## src/rtl/rv32i_types.sv

```systemverilog
// Shared RV32I type package.
// Provides the memory word and byte-mask types, the memory-port arbiter
// state encoding, the latched memory request record, and helpers that
// build a request from either requester's inputs.
package rv32i_types;

  typedef logic [31:0] rv32i_word;
  typedef logic [3:0]  rv32i_mem_wmask;

  typedef enum logic [1:0] {
    ARB_IDLE    = 2'd0,
    ARB_SERVE_I = 2'd1,
    ARB_SERVE_D = 2'd2
  } arb_state_t;

  typedef struct packed {
    logic           read;
    logic           write;
    rv32i_word      addr;
    rv32i_word      wdata;
    rv32i_mem_wmask wmask;
  } mem_req_t;

  localparam mem_req_t MEM_REQ_NONE = '0;

  // A simultaneous read+write request is a store; the read strobe is dropped
  // here so the memory side never sees both strobes at once.
  function automatic mem_req_t build_d_req(input logic           rd,
                                           input logic           wr,
                                           input rv32i_word      addr,
                                           input rv32i_word      wdata,
                                           input rv32i_mem_wmask wmask);
    mem_req_t r;
    r.read  = rd & ~wr;
    r.write = wr;
    r.addr  = addr;
    r.wdata = wdata;
    r.wmask = wmask;
    return r;
  endfunction

  function automatic mem_req_t build_i_req(input rv32i_word addr);
    mem_req_t r;
    r       = MEM_REQ_NONE;
    r.read  = 1'b1;
    r.addr  = addr;
    return r;
  endfunction

endpackage

```

## src/rtl/mem_req_reg.sv

```systemverilog
// Grant latch for the memory-port arbiter.
// Holds one mem_req_t; loads d_i when ld_i is high, otherwise holds.
// Ports:
//   clk   in   clock, rising edge
//   rst_n in   asynchronous active-low reset (clears the request)
//   ld_i  in   load enable
//   d_i   in   request to load
//   q_o   out  latched request
module mem_req_reg
  import rv32i_types::*;
(
  input  logic     clk,
  input  logic     rst_n,
  input  logic     ld_i,
  input  mem_req_t d_i,
  output mem_req_t q_o
);

  mem_req_t req_q;

  always_ff @(posedge clk or negedge rst_n) begin
    if (!rst_n) begin
      req_q <= MEM_REQ_NONE;
    end else if (ld_i) begin
      req_q <= d_i;
    end
  end

  assign q_o = req_q;

endmodule

```

## src/rtl/mem_port_arbiter.sv

```systemverilog
// Memory-port arbiter: shares one memory port between instruction fetch (I)
// and load/store (D). D has priority, but after MAX_D_STREAK consecutive D
// grants made while fetch was waiting, the next grant goes to fetch.
// The granted request is latched and drives the memory port unchanged until
// mem_resp; the response is forwarded combinationally in that cycle.
// Ports:
//   clk, rst_n                      clock / asynchronous active-low reset
//   i_read, i_addr                  fetch request (held until i_resp)
//   i_rdata, i_resp                 fetch response
//   d_read, d_write, d_addr,
//   d_wdata, d_wmask                load/store request (held until d_resp)
//   d_rdata, d_resp                 load/store response
//   mem_read, mem_write, mem_addr,
//   mem_wdata, mem_wmask            registered memory request
//   mem_rdata, mem_resp             memory response
//   grant_d                         high while a D transaction owns the port
module mem_port_arbiter
  import rv32i_types::*;
#(
  parameter int MAX_D_STREAK = 4
) (
  input  logic        clk,
  input  logic        rst_n,
  input  logic        i_read,
  input  logic [31:0] i_addr,
  output logic [31:0] i_rdata,
  output logic        i_resp,
  input  logic        d_read,
  input  logic        d_write,
  input  logic [31:0] d_addr,
  input  logic [31:0] d_wdata,
  input  logic [3:0]  d_wmask,
  output logic [31:0] d_rdata,
  output logic        d_resp,
  output logic        mem_read,
  output logic        mem_write,
  output logic [31:0] mem_addr,
  output logic [31:0] mem_wdata,
  output logic [3:0]  mem_wmask,
  input  logic [31:0] mem_rdata,
  input  logic        mem_resp,
  output logic        grant_d
);

  localparam int SW = $clog2(MAX_D_STREAK + 1);
  localparam logic [SW-1:0] STREAK_MAX = SW'(MAX_D_STREAK);

  arb_state_t    state_q;
  logic [SW-1:0] streak_q;

  logic     d_req_w;
  logic     i_forced_w;
  logic     take_d_w;
  logic     take_i_w;
  logic     done_w;
  logic     req_ld_w;
  mem_req_t req_d_w;
  mem_req_t req_q;

  assign d_req_w    = d_read | d_write;
  // Fetch has waited through a full D streak: it must win this time.
  assign i_forced_w = i_read && (streak_q == STREAK_MAX);
  assign take_d_w   = (state_q == ARB_IDLE) && d_req_w && !i_forced_w;
  assign take_i_w   = (state_q == ARB_IDLE) && !take_d_w && i_read;
  assign done_w     = (state_q != ARB_IDLE) && mem_resp;

  // The latch is cleared on completion so the memory strobes drop in the
  // following IDLE cycle without any decoding on the output path.
  assign req_ld_w = take_d_w | take_i_w | done_w;
  always_comb begin
    req_d_w = MEM_REQ_NONE;
    if (take_d_w) begin
      req_d_w = build_d_req(d_read, d_write, d_addr, d_wdata, d_wmask);
    end else if (take_i_w) begin
      req_d_w = build_i_req(i_addr);
    end
  end

  mem_req_reg u_req_reg (
    .clk   (clk),
    .rst_n (rst_n),
    .ld_i  (req_ld_w),
    .d_i   (req_d_w),
    .q_o   (req_q)
  );

  always_ff @(posedge clk or negedge rst_n) begin
    if (!rst_n) begin
      state_q  <= ARB_IDLE;
      streak_q <= '0;
    end else begin
      case (state_q)
        ARB_IDLE: begin
          if (take_d_w) begin
            state_q <= ARB_SERVE_D;
            if (!i_read) begin
              streak_q <= '0;
            end else if (streak_q != STREAK_MAX) begin
              streak_q <= streak_q + 1'b1;
            end
          end else if (take_i_w) begin
            state_q  <= ARB_SERVE_I;
            streak_q <= '0;
          end
        end
        ARB_SERVE_I, ARB_SERVE_D: begin
          if (mem_resp) begin
            state_q <= ARB_IDLE;
          end
        end
        default: state_q <= ARB_IDLE;
      endcase
    end
  end

  assign mem_read  = req_q.read;
  assign mem_write = req_q.write;
  assign mem_addr  = req_q.addr;
  assign mem_wdata = req_q.wdata;
  assign mem_wmask = req_q.wmask;
  assign grant_d   = (state_q == ARB_SERVE_D);

  // mem_resp seen in IDLE belongs to nobody and is dropped here.
  assign i_resp  = (state_q == ARB_SERVE_I) && mem_resp;
  assign d_resp  = (state_q == ARB_SERVE_D) && mem_resp;
  assign i_rdata = i_resp ? mem_rdata : 32'h0;
  assign d_rdata = d_resp ? mem_rdata : 32'h0;

endmodule

```

## config.mk

```make
export PLATFORM = sky130hd
export DESIGN_NAME = mem_port_arbiter
export DESIGN_NICKNAME = d
export VERILOG_FILES = /design/src/rtl/rv32i_types.sv /design/src/rtl/mem_req_reg.sv /design/src/rtl/mem_port_arbiter.sv
export SDC_FILE = /design/constraint.sdc
export NUM_CORES = 1
export LEC_CHECK = 0
export CAP_MARGIN = 20
export CORE_UTILIZATION = 30
export DETAILED_ROUTE_END_ITERATION = 12
export PLACE_DENSITY = 0.73
export SLEW_MARGIN = 25
export SYNTH_ARGS = -nofsm -noshare
export SYNTH_HDL_FRONTEND = slang
export SYNTH_SLANG_ARGS = --single-unit
```

## constraint.sdc

```tcl
create_clock -name clk -period 4.31 [get_ports clk]
set_input_delay 0.862 -clock clk [delete_from_list [all_inputs] [get_ports clk]]
set_output_delay 0.862 -clock clk [all_outputs]
set_load 0.01 [all_outputs]
```

# After elaboration in Yosys (flattened, before gate mapping)
# Cells that the tools add are included.
dict set report totals {
  regBits 75
  latch_bits 0
  mem_bits_rw 0
  rom_bits 0
  inputBits 138
  wordCells 48
  n_memories 0
}
dict set report classes {
  add_sub_neg 1
  multipliers 0
  div 0
  magnitude_cmp 0
  n_eq_ne 7
  shifts 0
  mux 12
  bitwise 5
  n_reduce_logical 16
}
# operator n
set ops {}
lappend ops {{2-to-1 mux 70 bit} 2}
lappend ops {{2-to-1 mux 32 bit} 2}
lappend ops {{2-to-1 mux 3 bit} 4}
lappend ops {{logical AND 1 bit} 8}
lappend ops {{2-to-1 mux 2 bit} 3}
lappend ops {{inequality test 3 bit (second input constant)} 2}
lappend ops {{one-hot mux 2 bit (2 select lines)} 1}
lappend ops {{nonzero test 2 bit} 2}
lappend ops {{adder 3 x 1 -> 3 bit (second input constant)} 1}
lappend ops {{== test 3 bit (second input constant)} 1}
lappend ops {{inequality test 3 x 2 -> 1 bit (second input constant)} 1}
lappend ops {{OR 1 bit} 3}
lappend ops {{AND reduction 3 bit} 1}
lappend ops {{== test 2 x 1 -> 1 bit (second input constant)} 1}
lappend ops {{== test 2 bit (second input constant)} 1}
lappend ops {{zero test 1 bit} 2}
lappend ops {{zero test 2 bit} 1}
lappend ops {{inequality test 2 bit (second input constant)} 1}
lappend ops {{AND reduction 2 bit} 1}
lappend ops {{OR reduction 2 bit} 1}
lappend ops {{AND 1 bit} 1}
lappend ops {{inverter 1 bit} 1}

# Longest topological paths before layout
# Gate-level depths: netlist (run 1).
dict set report logic_depth {
  ltp_word 10
  ltp_mapped 7
}

# Cells and area by module
# From an unflattened synthesis (run 1), not the netlist that was laid out.
dict set report unflattened {
  cells_unflattened 343
  hier_area_um2 4386.7
}
# module n_inst cells_per_inst area_per_inst_um2
set modules_own_cells {}
lappend modules_own_cells {mem_req_reg 1 148 2954.1}
lappend modules_own_cells {mem_port_arbiter 1 195 1432.6}

# Worst setup path before layout (run 1)
# No wires, ideal clock.
dict set report synth_timing {
  path_kind {input to output}
  startpoint {input port mem_resp}
  endpoint {output port d_rdata[20]}
  arrival_ps 1502
  required_ps 3448
  setup_slack_ps 1946
  stages 3
  path_buffers 2
  path_cell_list {clkbuf_1 -> clkbuf_1 -> and3_1}
}
dict set report synth_between {
  elab_chain_len 2
}
# item line_no
set synth_lines {}
lappend synth_lines {{start: declaration} mem_port_arbiter.sv:41} ;# input logic mem_resp,
lappend synth_lines {{logical AND 1 bit} mem_port_arbiter.sv:125} ;# assign d_resp = (state_q == ARB_SERVE_D) && mem_resp;
lappend synth_lines {{2-to-1 mux 32 bit} mem_port_arbiter.sv:127} ;# assign d_rdata = d_resp ? mem_rdata : 32'h0;
lappend synth_lines {{end: declaration} mem_port_arbiter.sv:33} ;# output logic [31:0] d_rdata,
# Every way passes these cells.

# Worst setup path after layout (run 1)
dict set report layout_timing {
  startpoint {input port mem_resp}
  endpoint {output port i_rdata[8]}
}
dict set report layout_between {
  elab_chain_len 2
}
# item line_no
set layout_lines {}
lappend layout_lines {{logical AND 1 bit} mem_port_arbiter.sv:124} ;# assign i_resp = (state_q == ARB_SERVE_I) && mem_resp;
lappend layout_lines {{2-to-1 mux 32 bit} mem_port_arbiter.sv:126} ;# assign i_rdata = i_resp ? mem_rdata : 32'h0;
lappend layout_lines {{end: declaration} mem_port_arbiter.sv:26} ;# output logic [31:0] i_rdata,
# Every way passes these cells.

==> flow_summary.json, run 1 <==
{
  "status": "complete, but fails checks",
  "violations": "design-rule violations",
  "r2r_cells": 5,
  "leakage_uw": 0.00311,
  "regToRegEndpoint": "u_req_reg.q_o[14]",
  "hp-start": "u_req_reg.q_o[68]",
  "peakVddDrop_mv": 0.254,
  "syn-num-nets": 452,
  "diodes": 0,
  "via_per_inst": 5.14,
  "crit_slowest_cell": "clkdlybuf4s50_1",
  "dp_slack_ns": 0.858,
  "htree_levels": 3,
  "routedWlPerCell_um": 17.5,
  "synth-seq-area-share": 0.521,
  "track_usage": 0.196,
  "dp.cells": 696,
  "finalSetupViolations": 0,
  "path_cells": "clkdlybuf4s50_1 > buf_4 > and3_1 > clkdlybuf4s50_1",
  "io-pin-count": 275,
  "synthCells": 309,
  "synth_edf_count": 0,
  "core_area_sq_um": 11600,
  "yosysTopAreaCell": "dfrtp_1",
  "postCtsResizedCells": 0,
  "slew_headroom": 0.307,
  "end_kind": "output pin",
  "path_delay_family": "buffers and inverters",
  "setup-tns-final_ns": 0,
  "powerDensity_nw_per_um2": 558,
  "netlist_area_sq_um": 3600,
  "die_w_um": 112,
  "die_area_sq_um": 12400,
  "post-cts-setup-buffers": 0,
  "hold_buffers": 0,
  "drc": 20,
  "worstMarginPinSlew_ns": 1.04,
  "crit_start": "mem_resp",
  "die-height_um": 112,
  "clkSinkCount": 75,
  "grt_pass1_vias": 3652,
  "required_ns": 3.45,
  "hpwl_um": 9100,
  "rsz0062_at_grt": "false",
  "port_buffers": 274,
  "yosysUniqueCellTypes": 23,
  "clk_pin_slew_ns": 0.07,
  "clockRootBuffer": "clkbuf_16",
  "crit_fanout": 68,
  "synthTopCellsByCount": "and3_1, dfrtp_1, a22o_1",
  "gr-total-overflow": 0,
  "timing.final.crit_share": 0.806,
  "drive_gt1_frac": 0.0439,
  "yosys.area.top_type_share": 0.521,
  "slew_viol_final": 0,
  "finalWorstSetupSlack_ns": 0.835,
  "antenna_found_initial": 0,
  "cp.arrival_ns": 2.61,
  "start_util": 0.311,
  "path_class": "input port to output pin",
  "maxCapViolations": 0,
  "min_path_cells": 1,
  "cts_tree": "yes",
  "worstReg2RegStart": "state_q[1]",
  "skew_ns": 0.00920,
  "cts_max_path_buffers": 2,
  "synth.avg_cell_area_sq_um": 11.7,
  "finalNetCount": 707,
  "syn_to_final_growth_pct": 85.5,
  "grt_max_degree": 76,
  "hold_viol": 0,
  "max_freq_mhz": 288,
  "rows": 39,
  "worstSkewPairLatency_ns": 0.33,
  "vias": 3663,
  "finalNonFillerCells": 712,
  "grt_pass1_wl_um": 19300,
  "synth-seq-cells": 75,
  "drtIter0Drc": 267,
  "yosys_warnings": 0,
  "min_to": "u_req_reg.q_o[68]",
  "synthTopCellsByArea": "dfrtp_1, and3_1, a22o_1, a221o_1, buf_6",
  "gp_congestion": 0.863,
  "layout_min_cycle_time_ns": 3.47,
  "synthArstFlopShare": 1.00,
  "drt_pass1_iterations": 9,
  "cp_num_buf_inv": 3,
  "critPathMaxStageDelay_ns": 0.59,
  "min_path_type": "flip-flop to flip-flop",
  "cp_common_cell": "clkdlybuf4s50_1",
  "ys.flop_type": "dfrtp_1",
  "crit_path_start_kind": "input port",
  "synth.most_common_cell": "and3_1",
  "drt-total-wl_um": 12400,
  "regToRegSetupSlack_ns": 2.10,
  "cts_made_buffers": 9,
  "postRouteAntennaNets": 0
}
stage by stage:
step	power, uW	instance area [sq um]	hold WS (ns)	util
detailed placement	2980	6370	0.491	0.551
finish	3730	6680	0.506	0.578
floorplan	2020	3600	0.491	-
global route	3950	6680	0.519	0.578
global placement	2940	6360	0.489	0.550
CTS	3780	6680	0.510	0.577
logic make-up (layout without fill, tap and decap cells):
logic type               count (synthesis)  count (layout)  synth area share
AO/OA/AOI/OAI                           82              82             0.208
adder cells (fa/ha/maj)                  5               5            0.0174
buffers and inverters                   39             299            0.0667
flip-flops                              75              75             0.521
AND/OR/NAND/NOR                        108             108             0.187
worst max path at each step:
stage,slack (ns),cells past startpoint,end
after detailed placement,0.86,4,d_rdata[24]
after global placement,0.88,4,d_rdata[24]
after global routing,0.77,4,i_rdata[6]
final,0.84,4,i_rdata[8]
after CTS,0.85,4,d_rdata[24]
after floorplan,1.95,3,d_rdata[20]
registers in the layout, summed over array words and instances (netlist names):
register / flops
streak_q: 3
state_q: 2
u_req_reg.q_o: 70
worst register-to-register path: cells and delay by family, from the launching register on:
family,cells,cell delay (ns)
compound gates,1,0.18
simple gates,1,0.80
flops,1,0.38
fa+ha+maj,1,0.34
buf+inv,2,0.45
routing by layer:
metal	vias up	GRT usage	part of all wire
met1	1766	0.220	0.38
met5	-	0	0
met4	0	0.0595	0.016
met2	173	0.352	0.52
li1	1708	-	-
met3	16	0.0642	0.087
layout make-up:
cell class,instances,area (sq um)
sequential,75,1880
timing repair buffer,278,2790
clock buffer,9,225
clock inverter,7,82.6
fill,981,4880
inverter,5,18.8
tap,143,179
multi-input combinational,195,1510
placed cells by master, fill, tap and decap left out, types with 2 or more instances in the layout:
master | netlist | routed
a221o_1 | 32 | 32
a22o_1 | 39 | 39
a32o_1 | 3 | 3
and2_1 | 3 | 3
and3_1 | 97 | 96
buf_4 | 0 | 3
clkbuf_16 | 0 | 9
clkdlybuf4s50_1 | 0 | 273
dfrtp_1 | 75 | 75
ha_1 | 5 | 5
inv_1 | 5 | 5
inv_6 | 0 | 2
inv_8 | 0 | 2
nand2_1 | 2 | 2
nand2b_1 | 3 | 3
o21ai_0 | 2 | 2
power by group:
part | switching [uW] | internal, uW | leakage [uW]
combinational | 778 | 1010 | 0.00200
clock | 309 | 459 | 0.000150
sequential | 174 | 999 | 0.000962
total | 1260 | 2470 | 0.00311
Power figures use the tool's default switching activity.
==> run 2, diff against run 1 <==
--- a/config.mk
+++ b/config.mk
@@ -8,7 +8,7 @@
 export CAP_MARGIN = 20
 export CORE_UTILIZATION = 30
 export DETAILED_ROUTE_END_ITERATION = 12
-export PLACE_DENSITY = 0.73
+export PLACE_DENSITY = 0.76
 export SLEW_MARGIN = 25
 export SYNTH_ARGS = -nofsm -noshare
 export SYNTH_HDL_FRONTEND = slang
==> constraint.sdc (replaced) <==
create_clock -name clk -period 2.9 [get_ports clk]
set_input_delay 0.58 -clock clk [delete_from_list [all_inputs] [get_ports clk]]
set_output_delay 0.58 -clock clk [all_outputs]
set_load 0.01 [all_outputs]
==> run 2 against run 1 <==
  * The run still ends with design-rule violations left
  * Clock-buffer cell count is the same
  * Global-route usage rose by 0.40 points
  * Combinational power grew 50%
  * Non-clock buffer count rose by 4
  * Clock skew shrank 0.0033 ns
  * Clock power increased by 59%
  * Cell area up 0.69%
  * Via count is 0.71% lower
  * Total power is 51% higher
  * Utilization rose by 0.40 points
  * Critical endpoint is now d_rdata[26]
  * Final cell count increased by 0.56%
==> flow_summary.json, run 2 (synthesis gave the netlist of run 1 again) <==
{
  "postCtsResizedCells": 0,
  "violations": "design-rule violations",
  "vias": 3637,
  "dp_slack_ns": 0.208,
  "skew_ns": 0.00589,
  "die_area_sq_um": 12400,
  "cp.arrival_ns": 2.11,
  "cts_max_path_buffers": 2,
  "path_class": "input port to output pin",
  "dp.cells": 700,
  "leakage_uw": 0.00314,
  "powerDensity_nw_per_um2": 838,
  "hold_buffers": 0,
  "finalSetupViolations": 0,
  "io-pin-count": 275,
  "diodes": 0,
  "via_per_inst": 5.08,
  "total_power_uw": 5640,
  "track_usage": 0.200,
  "finalNetCount": 711,
  "die-height_um": 112,
  "htree_levels": 3,
  "postRouteAntennaNets": 0,
  "drc": 18,
  "rsz0062_at_grt": "false",
  "cts_made_buffers": 9,
  "drt-total-wl_um": 12400,
  "max_freq_mhz": 372,
  "grt_pass1_wl_um": 19600,
  "setup-tns-final_ns": 0,
  "hold_viol": 0,
  "maxCapViolations": 0,
  "drive_gt1_frac": 0.0506,
  "layout_commonest_cell": "clkdlybuf4s50_1",
  "worstMarginPinSlew_ns": 1.02,
  "worstSkewPairLatency_ns": 0.33,
  "rows": 39,
  "largest_reg_flops": 70,
  "end_kind": "output pin",
  "min_path_type": "input port to asynchronous set/reset pin",
  "core_area_sq_um": 11600,
  "finalNonFillerCells": 716,
  "gp_congestion": 0.776,
  "clkSinkCount": 75,
  "gr-total-overflow": 0,
  "finalWorstSetupSlack_ns": 0.210,
  "status": "complete, but fails checks",
  "hpwl_um": 8970,
  "fill_cells": 987,
  "required_ns": 2.32,
  "peakVddDrop_mv": 0.414,
  "port_buffers": 274,
  "drtIter0Drc": 243,
  "cts_tree": "yes",
  "timing.final.crit_share": 0.928,
  "grt_pass1_vias": 3620,
  "slew_headroom": 0.319,
  "crit_fanout": 68,
  "syn_to_final_growth_pct": 86.8,
  "clockRootBuffer": "clkbuf_16",
  "routedWlPerCell_um": 17.4,
  "die_w_um": 112,
  "clk_pin_slew_ns": 0.07,
  "post-cts-setup-buffers": 0,
  "drt_pass1_iterations": 8,
  "start_util": 0.311,
  "mostFrequentLayoutCells": "clkdlybuf4s50_1, and3_1, dfrtp_1",
  "grt_max_degree": 76,
  "crit_path_start_kind": "input port",
  "antenna_found_initial": 0,
  "slew_viol_final": 0,
  "layout_min_cycle_time_ns": 2.69
}
[run 2: cell types whose count changed in the layout (fill, tap and decap cells not counted), sizes merged]
cell / change
buf: +4
clkinv: +2
inv: -2
bufinv: +1
clkinvlp: -1
[run 2: path summary, 6_finish.rpt]
| path | startpoint | slack, ns | end | depth (start not counted) |
|---|---|---|---|---|
| setup / recovery | mem_resp | 0.21 | d_rdata[26] | 4 |
| hold / removal | rst_n | 0.26 | u_req_reg.q_o[43] | 1 |
| setup reg to reg | state_q[1] | 0.70 | u_req_reg.q_o[63] | 5 |
| hold reg to reg | u_req_reg.q_o[33] | 0.50 | u_req_reg.q_o[33] | 1 |
| max in group asynchronous | rst_n | 2.18 | u_req_reg.q_o[27] | 1 |
| min in group clk | u_req_reg.q_o[33] | 0.50 | u_req_reg.q_o[33] | 1 |
[run 2: final cells by class]
class                           count  area [sq um]  area share
Clock inverter                      7          98.8      0.0147
Multi-Input combinational cell    195          1500       0.223
Tap cell                          143           179      0.0266
Clock buffer                        9           225      0.0335
Inverter                            5          18.8     0.00279
Sequential cell                    75          1880       0.279
Timing Repair Buffer              282          2830       0.421
[run 2: metal layers]
layer / GRT usage / vias up / share of wire
met1: 0.233 / 1733 / 0.40
met5: 0 / - / 0
met2: 0.345 / 162 / 0.50
li1: - / 1720 / -
met4: 0.0802 / 0 / 0.022
met3: 0.0593 / 22 / 0.078
[run 2: power breakdown]
part	total [uW]	internal (uW)	switching, uW
Sequential	1740	1490	258
Combinational	2680	1510	1170
Clock	1220	761	455
[run 2: worst max-delay path, stage by stage]
cell and delay [ns]:
clkdlybuf4s50_1 0.51, buf_12 0.23, and3_1 0.24, clkdlybuf4s50_1 0.55
[run 2: per-stage QoR]
step / hold slack (ns) / cell area (sq um) / utilization
finish: 0.259 / 6730 / 0.582
global route: 0.326 / 6730 / 0.582
CTS: 0.426 / 6720 / 0.581
detailed placement: 0.490 / 6400 / 0.553
global placement: 0.488 / 6400 / 0.553
floorplan: 0.284 / 3600 / -
==> run 3, diff against run 2 <==
--- a/config.mk
+++ b/config.mk
@@ -6,6 +6,7 @@
 export NUM_CORES = 1
 export LEC_CHECK = 0
 export CAP_MARGIN = 20
+export CORE_ASPECT_RATIO = 0.7
 export CORE_UTILIZATION = 30
 export DETAILED_ROUTE_END_ITERATION = 12
 export PLACE_DENSITY = 0.76
==> run 3 against run 2 <==
  * The flow now finishes without violations
  * Cell area grew 0.73%
  * Total power decreased by 2.2%
  * Sequential share of layout area decreased by 0.20 points
  * Via count increased by 2.2%
  * Non-clock buffer count is 8 higher
  * Combinational power about the same
  * Highest routed layer unchanged
  * Hold slack gained 0.015 ns
  * Sequential power barely moved
==> flow_summary.json, run 3 (synthesis gave the netlist of run 1 again) <==
{
  "status": "finished clean",
  "io-pin-count": 275,
  "port_buffers": 274,
  "hold_buffers": 0,
  "postPlaceCellArea_sq_um": 6480,
  "die-height_um": 93.7,
  "hold_viol": 0,
  "hpwl_um": 9260,
  "drc": 0,
  "slew_headroom": 0.556,
  "cts_tree": "yes",
  "core_area_sq_um": 11700,
  "cts_max_path_buffers": 2,
  "gp_congestion": 0.819,
  "path_cells": "clkdlybuf4s50_1 > buf_4 > and3_1 > clkdlybuf4s50_1",
  "vias": 3717,
  "cp.arrival_ns": 2.15,
  "p_clk_frac": 0.190,
  "critPathMaxStageDelay_ns": 0.56,
  "die_area_sq_um": 12500,
  "antenna_found_initial": 0,
  "slew_viol_final": 0,
  "sw_frac_of_total": 0.334,
  "drt_pass1_iterations": 6,
  "finalSetupViolations": 0,
  "die_w_um": 133,
  "clkSinkCount": 75,
  "crit_fanout": 36,
  "powerDensity_nw_per_um2": 814,
  "crit_path_start_kind": "input port",
  "postCtsResizedCells": 0,
  "peakVddDrop_mv": 0.395,
  "end_kind": "output pin",
  "p_int_uw": 3670,
  "rsz0062_at_grt": "false",
  "via_per_inst": 5.04,
  "regToRegSetupSlack_ns": 0.59,
  "cts_made_buffers": 9,
  "regToRegEndpoint": "u_req_reg.q_o[10]",
  "layout_min_cycle_time_ns": 2.73,
  "setup-tns-final_ns": 0,
  "postRouteAntennaNets": 0,
  "timing.final.crit_share": 0.943,
  "fill_cells": 984,
  "clockRootBuffer": "clkbuf_16",
  "rows": 33,
  "largest_reg_flops": 70,
  "routedWlPerCell_um": 16.9,
  "drt-total-wl_um": 12500,
  "fin_util": 0.580,
  "r2r_cells": 7,
  "min_path_type": "input port to asynchronous set/reset pin",
  "mostFrequentLayoutCells": "clkdlybuf4s50_1, and3_1, dfrtp_1",
  "power.share.combinational": 0.491,
  "clk_pin_slew_ns": 0.05,
  "grt_max_degree": 76,
  "path_class": "input port to output pin",
  "syn_to_final_growth_pct": 88.2,
  "crit_slowest_cell": "clkdlybuf4s50_1",
  "max_freq_mhz": 366,
  "worstMarginPinSlew_ns": 0.666,
  "p_switching_uw": 1840,
  "grt_pass1_wl_um": 18700,
  "maxCapViolations": 0,
  "post-cts-setup-buffers": 0,
  "multi_input_comb_area_sq_um": 1500,
  "seqPwrFrac": 0.319,
  "worstSkewPairLatency_ns": 0.32,
  "diodes": 0,
  "regArea_sq_um": 1880,
  "layout_commonest_cell": "clkdlybuf4s50_1",
  "gr-total-overflow": 0,
  "drtIter0Drc": 231,
  "start_util": 0.308,
  "htree_levels": 3,
  "grt_pass1_vias": 3590,
  "worstReg2RegStart": "state_q[0]",
  "design_area_sq_um": 6780,
  "leakage_uw": 0.00316,
  "finalNetCount": 719,
  "whs_ns": 0.274,
  "track_usage": 0.194,
  "required_ns": 2.32,
  "cp_common_cell": "clkdlybuf4s50_1",
  "skew_ns": 0.00725,
  "drive_gt1_frac": 0.0621
}
==> run 3: cell type report <==
type	count	share of cell area
repair buffers	290	0.428
flip-flops and latches	75	0.277
multi-input cells	195	0.221
clock buffers	12	0.0393
well taps	157	0.0290
clock inverters	3	0.00314
inverters	5	0.00277
==> run 3: per-stage QoR <==
stage	total power [uW]	setup slack [ns]	cells
after global routing	5840	0.109	737
after floorplan	3000	1.10	309
final	5510	0.165	737
after global placement	4390	0.0592	721
after detailed placement	4480	0.193	722
after CTS	5580	0.184	737
==> run 3: worst max path at each step <==
stage,depth (start not counted),endpoint,from,slack [ns]
final,4,i_rdata[20],mem_resp,0.17
after global routing,4,i_rdata[20],mem_resp,0.11
after CTS,4,i_rdata[20],mem_resp,0.18
after detailed placement,4,i_rdata[20],mem_resp,0.19
after global placement,5,u_req_reg.q_o[26],d_read,0.06
after floorplan,3,d_rdata[20],mem_resp,1.10
==> run 3: worst max-delay path, delay by kind of cell <==
family        cells  cell delay [ns]
buf+inv           3             1.35
simple gates      1             0.21
==> run 3: metal layers <==
layer | up-vias | routed length [um] | global-route usage
met2 | 160 | 5930 | 0.305
met1 | 1821 | 5390 | 0.258
met5 | - | 0 | 0
met3 | 10 | 1020 | 0.0604
li1 | 1726 | - | -
met4 | 0 | 132 | 0.0517
==> run 3: power by group through the flow <==
stage | Sequential [uW] | Clock, uW | Combinational, uW
floorplan | 1930 | 0 | 1070
global placement | 1750 | 0 | 2630
detailed placement | 1760 | 0 | 2720
CTS | 1760 | 1090 | 2720
global route | 1810 | 1140 | 2890
finish | 1760 | 1050 | 2710
==> variant 1 (config.mk and constraints of run 2) <==
Set the parameter `MAX_D_STREAK` to 2 (it was 4).
--- a/src/rtl/mem_port_arbiter.sv
+++ b/src/rtl/mem_port_arbiter.sv
@@ -17,7 +17,7 @@
 module mem_port_arbiter
   import rv32i_types::*;
 #(
-  parameter int MAX_D_STREAK = 4
+  parameter int MAX_D_STREAK = 2
 ) (
   input  logic        clk,
   input  logic        rst_n,
Behaviour: no difference found for any inputs over 4 cycles, from zero or initial values and one cycle with rst_n low; that may be too few to reach the edited logic, so the function may still have changed.
==> variant 1 against run 2 <==
- clock power decreased by 16%
- final cell count decreased by 0.56%
- wire length increased by 2.5%
- power increased by 3.0%
- fmax increased by 1.1%
- core utilization decreased by 0.32 points
- synthesized cell count decreased by 0.97%
- sequential cell count decreased by 1
- synthesized area decreased by 1.6%
- setup slack improved by 0.029 ns
- register-to-register slack improved by 0.15 ns
- cell area decreased by 1.4%
- highest routed layer unchanged
==> variant 1: results (changes against run 2) <==
- FF-to-FF End: u_req_reg.q_o[60]
- Status: finished, final reports clean
- DRT iter0 DRCs: 230 (-5.3%)
- Worst hold slack: 0.267 ns (+0.00798 ns)
- Area of the multi-input gates: 1480 sq um (-1.5%)
- Cell depth of the worst flop-to-flop path: 7 (+2)
- Place WS: 0.255 ns (+0.0473 ns)
- Vias in the first global route: 3807 (+5.2%)
- Cells after synthesis: 306 (-0.97%)
- # fillers: 975 (-1.2%)
- Dpl hpwl: 8860 um (-1.2%)
- Leakage: 0.00304 uW (-3.3%)
- Worst setup endpoint: d_rdata[21]
- Largest net degree at the start of global routing: 75 (-1.3%)
- Non-Filler Instances: 712 (-0.56%)
- Placed Area: 6350 sq um (-0.80%)
- Post-synthesis sequential area ratio: 0.523 (+0.00159)
- DR pass1 iterations: 4 (-4)
- CP arrival: 2.08 ns (-0.03 ns)
- Worst r2r src: state_q[0]
- Vias/cell: 5.07 (-0.18%)
- First-pass GRT wire length: 20100 um (+2.9%)
- R2R Setup Slk: 0.85 ns (+0.15 ns)
- Global Route Usage Sum: 0.205 (+0.00511)
- Synth cell count leaders: and3_1, dfrtp_1, a22o_1
variant 1: cell count changes in the layout (fill, tap and decap cells not counted), sizes merged, moves of 2 or more:
cell,before,now
o22ai,2,0
clkinv,3,0
o31ai,0,2
a32o,3,0
clkinvlp,0,4
inv,7,5
clkbuf,9,11
bufinv,2,0
nor2,0,2
nand2,2,4
variant 1: per-layer routing:
layer / wire length [um] / GRT usage / share of wire / up-vias
met5: 0 / 0 / 0 / -
met4: 154 / 0.0693 / 0.012 / 0
met3: 870 / 0.0508 / 0.068 / 12
met2: 6430 / 0.353 / 0.50 / 165
met1: 5280 / 0.250 / 0.41 / 1738
li1: - / - / - / 1695
variant 1: logic make-up (layout without fill, tap and decap cells):
| logic type | count (synthesis) | count (layout) | synth area share |
|---|---|---|---|
| AOI/OAI and AO/OA | 81 | 81 | 0.214 |
| DFF | 74 | 74 | 0.523 |
| and+or+nand+nor | 108 | 108 | 0.189 |
| buffers and inverters | 39 | 302 | 0.0604 |
| adders and majority gates | 4 | 4 | 0.0141 |
variant 1: cell type report:
type	instances	share of cell area
Clock buffer	11	0.0366
Clock inverter	5	0.00585
Inverter	4	0.00226
Multi-Input combinational cell	193	0.223
Sequential cell	74	0.279
Tap cell	143	0.0270
Timing Repair Buffer	282	0.427
variant 1: worst min path at each step:
stage | from | cells after the start | to
after floorplan | rst_n | 0 | state_q[0]
after global placement | streak_q[1] | 2 | streak_q[1]
after detailed placement | u_req_reg.q_o[35] | 1 | u_req_reg.q_o[35]
after CTS | rst_n | 1 | u_req_reg.q_o[55]
after global routing | rst_n | 1 | u_req_reg.q_o[55]
final | rst_n | 1 | u_req_reg.q_o[53]
variant 1: power by group:
part,switching (uW),internal [uW]
Combinational,1290,1700
Sequential,270,1510
Clock,425,605
==> variant 2 (config.mk and constraints of run 2) <==
Without the edit above. Reset style: synchronous (`rst_n`), changed in 2 clocked blocks. Comments in the files are not updated.
--- a/src/rtl/mem_req_reg.sv
+++ b/src/rtl/mem_req_reg.sv
@@ -18,7 +18,7 @@
 
   mem_req_t req_q;
 
-  always_ff @(posedge clk or negedge rst_n) begin
+  always_ff @(posedge clk) begin
     if (!rst_n) begin
       req_q <= MEM_REQ_NONE;
     end else if (ld_i) begin
--- a/src/rtl/mem_port_arbiter.sv
+++ b/src/rtl/mem_port_arbiter.sv
@@ -84,7 +84,7 @@
     .q_o   (req_q)
   );
 
-  always_ff @(posedge clk or negedge rst_n) begin
+  always_ff @(posedge clk) begin
     if (!rst_n) begin
       state_q  <= ARB_IDLE;
       streak_q <= '0;
Behaviour: differs if rst_n is asserted again (counterexample within 4 cycles, from zero or initial values and one cycle with rst_n low); with rst_n held inactive, the same outputs for 4 cycles.
==> variant 2 against run 2 <==
- cell area increased by 6.7%
- setup slack better by 0.036 ns
- synthesized area is 10% higher
- wire length up 22%
- clock skew up 0.00054 ns
- sequential cell count is the same
- fmax increased by 1.3%
- largest cell class unchanged
Power is not compared: it rests on default switching activity, and its combinational part moved more than twofold at a synthesized area within 25%.
==> variant 2: results (changes against run 2) <==
- Status: finished, final reports clean
- Met1 GRT Util: 0.223 (-0.00955)
- Sequential Area: 1500 sq um (-20%)
- Synth cell count leaders: and3_1, dfxtp_1, clkbuf_1
- Grt met3 use: 0.0371 (-0.0223)
- DRT iter0 DRCs: 182 (-25%)
- NonClk Buf Share: 0.401 (-0.0199)
- Worst hold slack: 0.475 ns (+0.216 ns)
- First-pass GRT wire length: 22500 um (+15%)
- Cell depth of the worst flop-to-flop path: 6 (+1)
- DR pass1 iterations: 5 (-3)
- Vias in the first global route: 4419 (+22%)
- Largest net degree at the start of global routing: 71 (-6.6%)
- Min-delay worst type: flop to flop
- CP arrival: 2.07 ns (-0.04 ns)
- Worst r2r src: state_q[1]
- Async set-reset flop share out of synthesis: 0 (-1.00)
- Dpl hpwl: 10900 um (+22%)
- Multi-input combinational area share: 0.311 (+0.0880)
- Routing usage on met2: 0.415 (+0.0699)
- Port Buffers: 274 (unchanged)
- Non-clk bufs: 290 (+2.8%)
- Clock buf/inv share: 0.0467 (-0.00145)
- Post-synthesis sequential area ratio: 0.377 (-0.144)
- CP max stage delay: 0.54 ns
- Global Route Usage Sum: 0.212 (+0.0115)
- Worst-path maximum fanout: 68 (unchanged)
- Ant diodes: 0 (unchanged)
- Vias/cell: 5.21 (+2.6%)
- Worst slew pin tran: 0.680 ns (-0.341 ns)
- FF-to-FF End: u_req_reg.q_o[31]
- Wire per inst: 16.9 um (-2.9%)
- Clock Power Share: 0.348
- CLK BUF: 10 (+1)
- Net Count, Synth: 624 (+38%)
- Fin nets: 865 (+22%)
- Beginning of the critical path: mem_resp
- P_seq: 1210 uW
- Area contributors post-synth: dfxtp_1, and3_1, o311a_1, o21bai_1, nand3_1
- Final Skew: 0.00643 ns (+0.000535 ns)
- Hold Path End: u_req_reg.q_o[5]
- #MultiIn Comb: 341 (+75%)
- Antenna violations before repair: 0 (unchanged)
- Worst setup endpoint: i_rdata[28]
- Layout cell share with drive strength beyond 1: 0.0523 (+0.00166)
- R2R Setup Slk: 0.91 ns (+0.21 ns)
- Num Clock Sinks: 75 (unchanged)
- # fillers: 1108 (+12%)
- GPL Wtd Cong: 0.785 (+1.2%)
- Yosys cell types: 27 (+17%)
- CTS resizes: 0 (unchanged)
- Syn avg cell area: 8.27 sq um (-29%)
- Placed Area: 6840 sq um (+6.9%)
## variant 2: changes by cell type in the layout (fill, tap and decap cells not counted), moves of 3 or more
cell	before	now
dfrtp_1	75	0
a22o_1	39	0
buf_4	6	15
nand3_1	1	41
and3_1	96	129
a32o_1	3	0
o21ai_0	2	40
dfxtp_1	0	75
o21bai_1	1	32
a221o_1	32	0
a21oi_1	1	40
o311a_1	0	32
## variant 2: through the flow
stage	util	instances	worst slack (ns)
after floorplan	-	481	1.11
after global placement	0.535	883	0.276
after detailed placement	0.536	883	0.236
after CTS	0.562	899	0.235
after global routing	0.562	899	0.166
final	0.562	899	0.246
## variant 2: cell families after synthesis
kind of cell    after synthesis  synth area share
fa+ha+maj                     5            0.0157
compound gates              153             0.260
flops                        75             0.377
simple gates                182             0.275
buf+inv                      65            0.0701
xor+xnor                      1           0.00220
## variant 2: layer usage
layer / vias up / part of all wire
li1: 2275 / -
met1: 2183 / 0.38
met2: 203 / 0.54
met3: 26 / 0.053
met4: 0 / 0.026
met5: - / 0
